[config.mk]
export PLATFORM = sky130hd
export DESIGN_NAME = display_scan_mux
export DESIGN_NICKNAME = d
export VERILOG_FILES = /design/src/rtl/display_scan_mux.sv
export SDC_FILE = /design/constraint.sdc
export NUM_CORES = 1
export LEC_CHECK = 0
export BUFFER_PORTS_ARGS = -buffer_cell sky130_fd_sc_hd__buf_2
export CAP_MARGIN = 15
export CORE_ASPECT_RATIO = 1.75
export CORE_MARGIN = 2
export CORE_UTILIZATION = 31
export CTS_CLUSTER_SIZE = 12
export DETAILED_ROUTE_END_ITERATION = 6
export GPL_TIMING_DRIVEN = 0
export SLEW_MARGIN = 20
export SYNTH_ARGS = -nofsm -noshare
export SYNTH_HDL_FRONTEND = slang
export SYNTH_SLANG_ARGS = --single-unit
[constraint.sdc]
create_clock -name clk -period 7 [get_ports clk]
set_clock_uncertainty 0.15 [all_clocks]
set_input_delay 1.75 -clock clk [delete_from_list [all_inputs] [get_ports clk]]
set_output_delay 1.75 -clock clk [all_outputs]
set_load 0.01 [all_outputs]
[src/rtl/display_scan_mux.sv]
// Four-digit 7-segment scan multiplexer: steps through the digits of a latched word,
// blanks every digit at the start of each slot, and swaps in newly loaded words only at a frame wrap.
module display_scan_mux #(
  parameter int PRESCALE     = 50000,
  parameter int BLANK_CYCLES = 500
) (
  input  logic        clk,
  input  logic        rst,
  input  logic [15:0] value,
  input  logic        load,
  input  logic        lz_blank,
  output logic        A,
  output logic        B,
  output logic        C,
  output logic        D,
  output logic [3:0]  dig_n,
  output logic        pend,
  output logic        frame_tick
);

  localparam int CNT_W = (PRESCALE > 1) ? $clog2(PRESCALE) : 1;
  localparam logic [CNT_W-1:0] CNT_MAX   = CNT_W'(PRESCALE - 1);
  localparam logic [CNT_W-1:0] BLANK_END = CNT_W'(BLANK_CYCLES);

  logic [15:0]      shadow_q, shadow_d;
  logic [15:0]      active_q, active_d;
  logic [1:0]       idx_q, idx_d;
  logic [CNT_W-1:0] cnt_q, cnt_d;
  logic [3:0]       nib_q, nib_d;
  logic [3:0]       dig_n_q, dig_n_d;
  logic             pend_q, pend_d;
  logic             tick_q, tick_d;
  logic             last_slot, wrap, suppress;

  always_comb begin
    last_slot = (cnt_q == CNT_MAX);
    wrap      = last_slot && (idx_q == 2'd3);
    cnt_d     = last_slot ? '0 : cnt_q + 1'b1;
    idx_d     = last_slot ? idx_q + 2'd1 : idx_q;
    shadow_d  = load ? value : shadow_q;
    active_d  = active_q;
    pend_d    = pend_q;

    // A load on the wrap edge bypasses the shadow so it is visible in the new frame
    if (wrap) begin
      if (load)        active_d = value;
      else if (pend_q) active_d = shadow_q;
      pend_d = 1'b0;
    end else if (load) begin
      pend_d = 1'b1;
    end

    nib_d = nib_q;
    if (last_slot) nib_d = active_d[{idx_d, 2'b00} +: 4];

    suppress = lz_blank && (((idx_d == 2'd3) && (active_d[15:12] == 4'h0)) ||
                            ((idx_d == 2'd2) && (active_d[15:8]  == 8'h00)) ||
                            ((idx_d == 2'd1) && (active_d[15:4]  == 12'h000)));

    if ((cnt_d < BLANK_END) || suppress) dig_n_d = 4'b1111;
    else                                 dig_n_d = ~(4'b0001 << idx_d);

    tick_d = wrap;
  end

  always_ff @(posedge clk or posedge rst) begin
    if (rst) begin
      shadow_q <= '0;
      active_q <= '0;
      idx_q    <= '0;
      cnt_q    <= '0;
      nib_q    <= '0;
      dig_n_q  <= 4'b1111;
      pend_q   <= 1'b0;
      tick_q   <= 1'b0;
    end else begin
      shadow_q <= shadow_d;
      active_q <= active_d;
      idx_q    <= idx_d;
      cnt_q    <= cnt_d;
      nib_q    <= nib_d;
      dig_n_q  <= dig_n_d;
      pend_q   <= pend_d;
      tick_q   <= tick_d;
    end
  end

  assign {A, B, C, D} = nib_q;
  assign dig_n        = dig_n_q;
  assign pend         = pend_q;
  assign frame_tick   = tick_q;

endmodule

After elaboration in Yosys (flattened, before gate mapping)
Cells that the tools add are included.
{ "totals": {"register_bits": 60, "inputBits": 20, "memories": 0, "out_inout_bits": 10, "latch_bits": 0, "ramBits": 0, "mem_bits_ro": 0, "elab_cells": 39} }
{ "classes": {"order_cmp": 1, "reduce_logical": 12, "mul": 0, "shifts": 2, "eq_ne": 5, "div": 0, "muxes": 8, "n_addsub": 2, "bitwise": 1} }
{ "ops": {"columns": ["cell", "n"], "rows": [
  ["$mux W16", 4],
  ["$add A16 B1 Y16 const B", 1],
  ["$eq A16 B16 Y1 const B", 1],
  ["$lt A16 B9 Y1 const B", 1],
  ["$shiftx A16 B5 Y4", 1],
  ["$logic_not A12 Y1", 1],
  ["$logic_not A8 Y1", 1],
  ["$eq A2 B2 Y1 const B", 3],
  ["$logic_and A1 B1 Y1", 5],
  ["$logic_not A4 Y1", 1],
  ["$mux W4", 1],
  ["$not A4 Y4", 1],
  ["$shl A1 B2 Y4 const A", 1],
  ["$logic_or A1 B1 Y1", 3],
  ["$add A2 B1 Y2 const B", 1],
  ["$eq A2 B1 Y1 const B", 1],
  ["$mux W1", 2],
  ["$mux W2", 1],
  ["$reduce_bool A2 Y1", 1]
]} }

Longest topological paths before layout
Gate-level depths: netlist (run 1).
{ "logic_depth": {"word_depth": 10, "depth_mapped": 9, "mapped_depth_nobuf": 8} }

Least setup slack after synthesis (run 1)
Ideal clock, no wire load.
{ "synth_path": {"path_type": "input port to flip-flop", "start": "input load", "end": "register nib_q[2]", "t_arrival_ps": 3250, "required_time_ps": 6719, "path_stages": 8, "setup_time_ps": 131, "path_slack_ps": 3469, "path_buffers": 2, "cell_sequence": "clkbuf_1 nor2_1 clkbuf_1 nor2_1 mux2_2 mux2_2 nand2_1 o211ai_1"} }
{ "synth_between": {"elab_chain_cells": 3} }
{ "synth_rtl": {"columns": ["item", "line_no", "text"], "rows": [
  ["from (decl)", "10", "input logic load,"],
  ["$mux W16", "46", "if (load) active_d = value;"],
  ["$mux W16", "45", "if (wrap) begin"],
  ["net active_d[2]", "26", "logic [15:0] active_q, active_d;"],
  ["$shiftx A16 B5 Y4", "54", "if (last_slot) nib_d = active_d[{idx_d, 2'b00} +: 4];"],
  ["to (signal assigned)", "81", "nib_q <= nib_d;"],
  ["to (decl)", "29", "logic [3:0] nib_q, nib_d;"]
]} }
The timed path passes the listed nets, and every way through them passes these cells.
A chain may end at the register's enable or synchronous reset.

Final worst setup path (run 1)
{ "layout_path": {"start": "input load", "end": "register nib_q[1]"} }
The elaborated chain is that of the path after synthesis.

==> reports/results.ini, run 1 <==
[outcome]
status = finished, final reports clean

[finish]
area_growth_pct = 20.9
diodes = 0
layoutNonFillerInstCount = 443
layout-drive-gt1-share_pct = 23.7
seqCellArea_sq_um = 1510
n_fill_cell = 905
final_cell_mix = 56 x dfrtp_1, 29 x buf_2, 29 x nand2_1
multi_input_area_sq_um = 1320
layout_commonest_cell = dfrtp_1
nNetsFinal = 338

[synth]
synthArstFlopShare_pct = 100
synthCells = 276
synth-seq-cells = 60
syn_area_sq_um = 2940
synth_top_area_cell = dfrtp_1
synth_enable_flop_cells = 0
synth.top_cells.by_area = dfrtp_1 48%, mux2_2 7.3%, nand2_1 3.7%, dfstp_2 3.6%, mux2i_1 3.4%
ys.flop_type = dfrtp_1
synth.avg_cell_area_sq_um = 10.7
ys_types = 45
yosysSeqAreaShare_pct = 51.2
ys_warn_count = 0
synth_fp_nets = 298
synth.top_cell.area_share_pct = 47.6

[setup_path]
worst_ep_required_time_ns = 7.04
worstSetupPathType = input port to register
cp_slowest_stage_delay_ns = 0.43
endpoint_kind = register
slowest_stage = nor2_1
worstPathCellList = clkbuf_1, nor2_1, clkbuf_1, nor2_1, mux2_2, mux2_2, nand2_1, o211ai_1
ff2ff_path_depth = 8
cp.arrival_ns = 3.74
critPathMaxFanout = 10
start_kind = input port

[place]
hpwl_um = 5000
routabilityCongestion = 0.879
dp_cells = 427
portBuffers = 28
dp_slack_ns = 2.95

[timing]
rsz0062_at_grt = false
fin_crit_sh_pct = 52.8
maxSlewHeadroom_pct = 30.3
timing.fmax_mhz = 271
fin_setup_tns_ns = 0
setup_violations = 0
worst_slew_pin_slew_ns = 1.04
slew_violations = 0
hold_violations = 0
setup_ws_ns = 3.30
post-route-min-period_ns = 3.70

[clock_tree]
cts_tree = built
cts_setup_buffers = 0
numCtsBuffers = 9
cts_resized = 0
cts_sinks = 60
clk_latency_ns = 0.33
cts.clk_slew.worst_paths_ns = 0.05
htreeDepth = 3
holdBufCountCts = 0
clk_path_buf_depth = 2
root_buffer = clkbuf_16

[grt]
met2_usage_pct = 25.6
gr-usage-met3_pct = 2.52
grt_overflow = 0
grt_pass1_wl_um = 11100
met1_usage_pct = 13.6
track_usage_pct = 13.9
busiest_layer = met2
grt_start_max_net_pins = 57
antenna_found_initial = 0
grt_pass1_vias = 2323

[route]
detail-route-antenna-nets = 0
drc = 0
wl_um = 6840
post_drt_wl_per_cell_um = 15.4
vias = 2221
vias_per_cell = 5.01
drtPass1Iterations = 4
drt-initial-drc-count = 145

[floorplan]
die_w_um = 77.7
die-area_sq_um = 10300
pin_count = 30
rows = 47
die_h_um = 133
core_area_sq_um = 9350
initial_utilization_pct = 31.5

[pwr]
worst_ir_drop_vdd_v = 0.000113
p_leak_nw = 1.52
power.density_nw_per_um2 = 231

[min_path]
min_path_cells = 1
hp-class = register to register

[run]
max_cap_viol_count = 0

-- per-layer routing --
layer,up-vias,part of all wire (%)
met5,-,0
met4,0,4.8
met3,22,2.4
met2,37,55
met1,1101,38
li1,1061,-
-- where the power goes --
part	internal (W)	switching, W	total (W)
clock network	0.000277	0.000145	0.000422
registers	0.000359	0.00000413	0.000363
logic	0.0000163	0.0000209	0.0000372
total	0.000653	0.000170	0.000823
-- logic make-up after synthesis --
logic type	after synthesis	share of synthesized area [%]
buffers and inverters	26	3.87
DFF	60	51.2
AOI/OAI and AO/OA	35	8.20
adders and majority gates	2	0.850
and+or+nand+nor	105	19.6
xor gates and xnor gates	19	5.65
muxes	29	10.7
-- per-stage QoR --
stage               instance area [sq um]  hold slack (ns)  utilization [%]  total power, W
floorplan                            2940            0.297                -        0.000391
global placement                     3240            0.315             34.6        0.000403
finish                               3560            0.325             38.1        0.000823
CTS                                  3560            0.331             38.1        0.000829
global route                         3560            0.365             38.1        0.000848
detailed placement                   3270            0.324             34.9        0.000407
-- layout make-up --
class | instances | area share, %
sequential | 60 | 42.3
multi-input combinational | 190 | 37.2
clock buffer | 15 | 8.08
timing repair buffer | 29 | 4.71
tap | 122 | 4.29
buffer | 17 | 2.25
inverter | 9 | 1.02
clock inverter | 1 | 0.141
-- synthesized netlist by cell type, drive strengths merged (5+ instances only) --
cell type and n:
xor2 9, nor2 17, inv 9, nand3b 9, a32o 6, nand3 16
nor4 7, clkbuf 13, nand4 5, o21ai 11, dfrtp 56, o211ai 5
mux2 19, nand2 29, mux2i 10, xnor2 10
-- flip-flops by register name, indices dropped and copies added, names as in the netlist --
signal,count
pend,1
frame_tick,1
shadow_q,16
cnt_q,16
active_q,16
idx_q,2
dig_n,4
nib_q,4
-- final timing paths --
path / startpoint / end / slack, ns
worst min-delay path: cnt_q[0] / cnt_q[0] / 0.32
max in group asynchronous: rst / dig_n[0] / 5.03
worst max-delay path: load / nib_q[1] / 3.30
min in group asynchronous: rst / shadow_q[3] / 1.15
worst min register to register: cnt_q[0] / cnt_q[0] / 0.32
worst max register to register: cnt_q[5] / nib_q[3] / 3.43
-- worst max-delay path: cells and delay by family --
| family | cells | cell delay, ns |
|---|---|---|
| muxes | 2 | 0.65 |
| AOI/OAI and AO/OA | 1 | 0.10 |
| buffers and inverters | 2 | 0.60 |
| and+or+nand+nor | 3 | 0.63 |
Power figures use the tool's default switching activity.
==> run 2: changes to the inputs <==
==> constraint.sdc (replaced) <==
create_clock -name clk -period 3.28 [get_ports clk]
set_clock_uncertainty 0.15 [all_clocks]
set_input_delay 0.82 -clock clk [delete_from_list [all_inputs] [get_ports clk]]
set_output_delay 0.82 -clock clk [all_outputs]
set_load 0.01 [all_outputs]
==> reports/results.ini, run 2 (synthesis results as in run 1) <==
[pwr]
pwr-share-clk_pct = 51.3
switching_share_pct = 20.6
power.switching_w = 0.000361
worst_ir_drop_vdd_v = 0.000238
power_frac_comb_pct = 4.5
power.density_nw_per_um2 = 487
totalPowerFinal_w = 0.00175
p_leak_nw = 1.56
pwr-share-seq_pct = 44.2
p_int_w = 0.00139

[place]
hpwl_um = 5000
dpl_cell_area_sq_um = 3270
portBuffers = 28
routabilityCongestion = 0.879

[run]
max_cap_viol_count = 0

[finish]
nNetsFinal = 340
multi_input_area_sq_um = 1350
largest_registers = active_q (16), cnt_q (16), shadow_q (16)
seqCellArea_sq_um = 1510
layout_commonest_cell = dfrtp_1
area_growth_pct = 22.3
layout-drive-gt1-share_pct = 24.8
n_fill_cell = 896
diodes = 0
final_area_sq_um = 3600
final_cell_mix = 56 x dfrtp_1, 29 x buf_2, 29 x nand2_1

[route]
post_drt_wl_per_cell_um = 15.4
route.met3.wl_um = 170
wl_met1_um = 2590
drc = 0
vias = 2224
wl_met2_um = 3760
drtPass1Iterations = 4
detail-route-antenna-nets = 0
drt-initial-drc-count = 135
wl_um = 6850
top_layer_used = met4
vias_per_cell = 5.00

[setup_path]
r2r_slack_ns = 0.12
endpoint_kind = register
critPathMaxFanout = 10
cp.arrival_ns = 3.26
rr_startpoint = cnt_q[11]
reg2reg_to = dig_n[1]
start_kind = register
ff2ff_path_depth = 8
worstSetupPathType = register to register
crit_start = cnt_q[11]
worst_ep_required_time_ns = 3.38

[grt]
antenna_found_initial = 0
grt_overflow = 0
grt_start_max_net_pins = 57
grt_pass1_vias = 2333
track_usage_pct = 13.9
grt_pass1_wl_um = 11100

[clock_tree]
root_buffer = clkbuf_16
cts_tree = built
cts.clk_slew.worst_paths_ns = 0.05
clk_path_buf_depth = 2
htreeDepth = 3
holdBufCountCts = 0
cts_sinks = 60
numCtsBuffers = 9
clk_latency_ns = 0.32

[timing]
timing.fmax_mhz = 317
worst_slew_pin_slew_ns = 0.661
maxSlewHeadroom_pct = 55.9
fin_crit_sh_pct = 96.3
hold_violations = 0
setup_violations = 0
rsz0062_at_grt = false
post-route-min-period_ns = 3.16
fin_setup_tns_ns = 0
slew_violations = 0

[floorplan]
die_w_um = 77.7
core_area_sq_um = 9350
die_h_um = 133
initial_utilization_pct = 31.5
rows = 47
pin_count = 30
die-area_sq_um = 10300

[outcome]
status = finished, final reports clean

[min_path]
hp-class = input port to async pin

## run 2: cell types whose count changed in the layout (fill, tap and decap cells not counted), sizes merged
cell / previous run / this run
buf: 33 / 35
## run 2: power groups by stage
| stage | Sequential [W] | Combinational [W] | Clock [W] |
|---|---|---|---|
| 2_1_floorplan | 0.000784 | 0.0000500 | 0 |
| 3_3_place_gp | 0.000786 | 0.0000743 | 0 |
| 3_5_place_dp | 0.000787 | 0.0000813 | 0 |
| 4_1_cts | 0.000775 | 0.0000814 | 0.000912 |
| 5_1_grt | 0.000777 | 0.0000888 | 0.000945 |
| 6_report | 0.000775 | 0.0000791 | 0.000900 |
## run 2: critical path, stage by stage (launching register included)
cell and delay (ns):
dfrtp_1 0.36, buf_6 0.14, or4b_4 0.56, or4_4 0.60, clkbuf_1 0.28, nand2_1 0.13
nand3b_1 0.17, or4_1 0.55, o21ai_1 0.14
## run 2: per-stage QoR
stage                     hold WS (ns)  setup slack [ns]  util, %  cells
after floorplan                  0.297             0.331        -    276
after global placement           0.315            -0.276     34.6    426
after detailed placement         0.324            -0.287     34.9    427
after CTS                        0.215            0.0213     38.2    443
after global routing             0.214           0.00953     38.5    445
final                            0.219             0.123     38.5    445
## run 2: routing by layer
metal	up-vias	GRT usage, %
met2	37	25.7
met4	0	9.42
met5	-	0
li1	1060	-
met1	1105	13.6
met3	22	2.52
## run 2: worst max path at each step
stage,end,cells past startpoint
after detailed placement,nib_q[3],8
after CTS,nib_q[3],8
final,dig_n[1],8
after global placement,nib_q[3],8
after floorplan,dig_n[1],8
after global routing,dig_n[1],8
## run 2: area by class of cell
| type | instances | share of cell area (%) |
|---|---|---|
| inverters | 9 | 1.01 |
| clock buffers | 15 | 7.99 |
| flip-flops and latches | 60 | 41.8 |
| plain buffers | 17 | 2.22 |
| well taps | 122 | 4.24 |
| clock inverters | 1 | 0.139 |
| repair buffers | 31 | 5.07 |
| multi-input cells | 190 | 37.5 |
## run 2: repair_timing
item / CTS / global route
endpoints found under the setup margin: 6 / 5
pin swaps: 0 / 1
cloned: 0 / 0
buffers inserted: 0 / 2
gates resized for setup: 2 / 2
==> run 3: changes to the inputs <==
--- a/config.mk
+++ b/config.mk
@@ -7,12 +7,16 @@
 export LEC_CHECK = 0
 export BUFFER_PORTS_ARGS = -buffer_cell sky130_fd_sc_hd__buf_2
 export CAP_MARGIN = 15
+export CELL_PAD_IN_SITES_DETAIL_PLACEMENT = 2
+export CELL_PAD_IN_SITES_GLOBAL_PLACEMENT = 2
 export CORE_ASPECT_RATIO = 1.75
 export CORE_MARGIN = 2
 export CORE_UTILIZATION = 31
 export CTS_CLUSTER_SIZE = 12
 export DETAILED_ROUTE_END_ITERATION = 6
 export GPL_TIMING_DRIVEN = 0
+export PLACE_DENSITY_LB_ADDON = 0.1
+export SETUP_SLACK_MARGIN = 0.15
 export SLEW_MARGIN = 20
 export SYNTH_ARGS = -nofsm -noshare
 export SYNTH_HDL_FRONTEND = slang
==> reports/results.ini, run 3 (synthesis results as in run 1) <==
[outcome]
status = finished, final reports clean

[finish]
diodes = 0
final_util_pct = 39.0
layout-drive-gt1-share_pct = 28.2
largest_registers = active_q (16), cnt_q (16), shadow_q (16)
final_cell_mix = 55 x dfrtp_1, 29 x nand2_1, 28 x buf_2
layoutNonFillerInstCount = 448
nNetsFinal = 343
layout_commonest_cell = dfrtp_1
area_growth_pct = 24.0

[route]
detail-route-antenna-nets = 0
vias = 2294
drt-initial-drc-count = 57
wl_um = 8030
drtPass1Iterations = 4
drc = 0
post_drt_wl_per_cell_um = 17.9
vias_per_cell = 5.12

[timing]
worst_slew_pin_slew_ns = 0.658
fin_setup_tns_ns = 0
timing.fmax_mhz = 328
setup_violations = 0
hold_violations = 0
post-route-min-period_ns = 3.05
hold_ws_ns = 0.288
fin_crit_sh_pct = 93.0
rsz0062_at_grt = false
maxSlewHeadroom_pct = 55.8
slew_violations = 0

[pwr]
worst_ir_drop_vdd_v = 0.000243
p_leak_nw = 1.60
totalPowerFinal_w = 0.00175
power.density_nw_per_um2 = 479

[floorplan]
die-area_sq_um = 10300
pin_count = 30
core_area_sq_um = 9350
die_w_um = 77.7
die_h_um = 133
initial_utilization_pct = 31.5
rows = 47

[setup_path]
endpoint_kind = register
slowest_stage = or4_4
worst-path-stages = 8
worstSetupPathType = register to register
cp.arrival_ns = 3.15
critPathMaxFanout = 9
cp_slowest_stage_delay_ns = 0.57
worstPathCellList = buf_6, or4b_4, or4_4, or2_1, buf_6, o21a_4, or4_4, o21ai_2
path_delay_family = simple AND/OR/NAND/NOR gates
ff2ff_path_depth = 8
path_buf_inv = 2
worst_ep_required_time_ns = 3.38
start_kind = register

[grt]
grt_pass1_vias = 2605
grt_overflow = 0
grt_pass1_wl_um = 13400
track_usage_pct = 17.0
antenna_found_initial = 0
grt_start_max_net_pins = 43

[run]
max_cap_viol_count = 0

[clock_tree]
clk_path_buf_depth = 2
cts.clk_slew.worst_paths_ns = 0.05
cts_tree = built
root_buffer = clkbuf_16
htreeDepth = 3
cts_sinks = 60
numCtsBuffers = 9
clk_latency_ns = 0.33

[place]
dp_cells = 427
routabilityCongestion = 0.749
hpwl_um = 6090
portBuffers = 28

[min_path]
hp-class = input port to async pin

-- run 3: final cells by class --
cell class	instances	area, sq um
inverters	9	36.3
clock buffers	14	274
repair buffers	34	205
multi-input cells	190	1380
flip-flops and latches	60	1510
well taps	122	153
fillers	1002	5700
clock inverters	2	10.0
plain buffers	17	87.6
-- run 3: worst paths after layout --
check	start	end	slack, ns
setup / recovery	cnt_q[11]	dig_n[1]	0.23
hold / removal	rst	nib_q[3]	0.29
setup reg to reg	cnt_q[11]	dig_n[1]	0.23
hold reg to reg	cnt_q[0]	cnt_q[0]	0.33
max in group asynchronous	rst	dig_n[0]	2.14
min in group clk	cnt_q[0]	cnt_q[0]	0.33
-- run 3: per-stage QoR --
stage | setup WS, ns | instance area (sq um)
6_report | 0.229 | 3650
5_1_grt | 0.161 | 3650
4_1_cts | 0.128 | 3610
3_5_place_dp | -0.360 | 3280
3_3_place_gp | -0.486 | 3240
2_1_floorplan | 0.331 | 2940
-- run 3: per-layer routing --
layer / track usage, % / routed length, um
met4: 7.04 / 182
met5: 0 / 0
met3: 3.55 / 208
met2: 32.0 / 4630
met1: 17.7 / 3010
-- run 3: what timing repair did --
item | CTS | global route
gates resized for setup | 5 | 12
pin swaps | 4 | 2
buffers inserted | 3 | 2
hold buffers | 0 | 0
setup endpoints to repair | 12 | 6
-- run 3: power breakdown --
part / internal, W / switching (W) / leakage (nW)
combinational: 0.0000354 / 0.0000463 / 0.744
clock: 0.000570 / 0.000320 / 0.143
sequential: 0.000766 / 0.0000102 / 0.709
total: 0.00137 / 0.000377 / 1.60
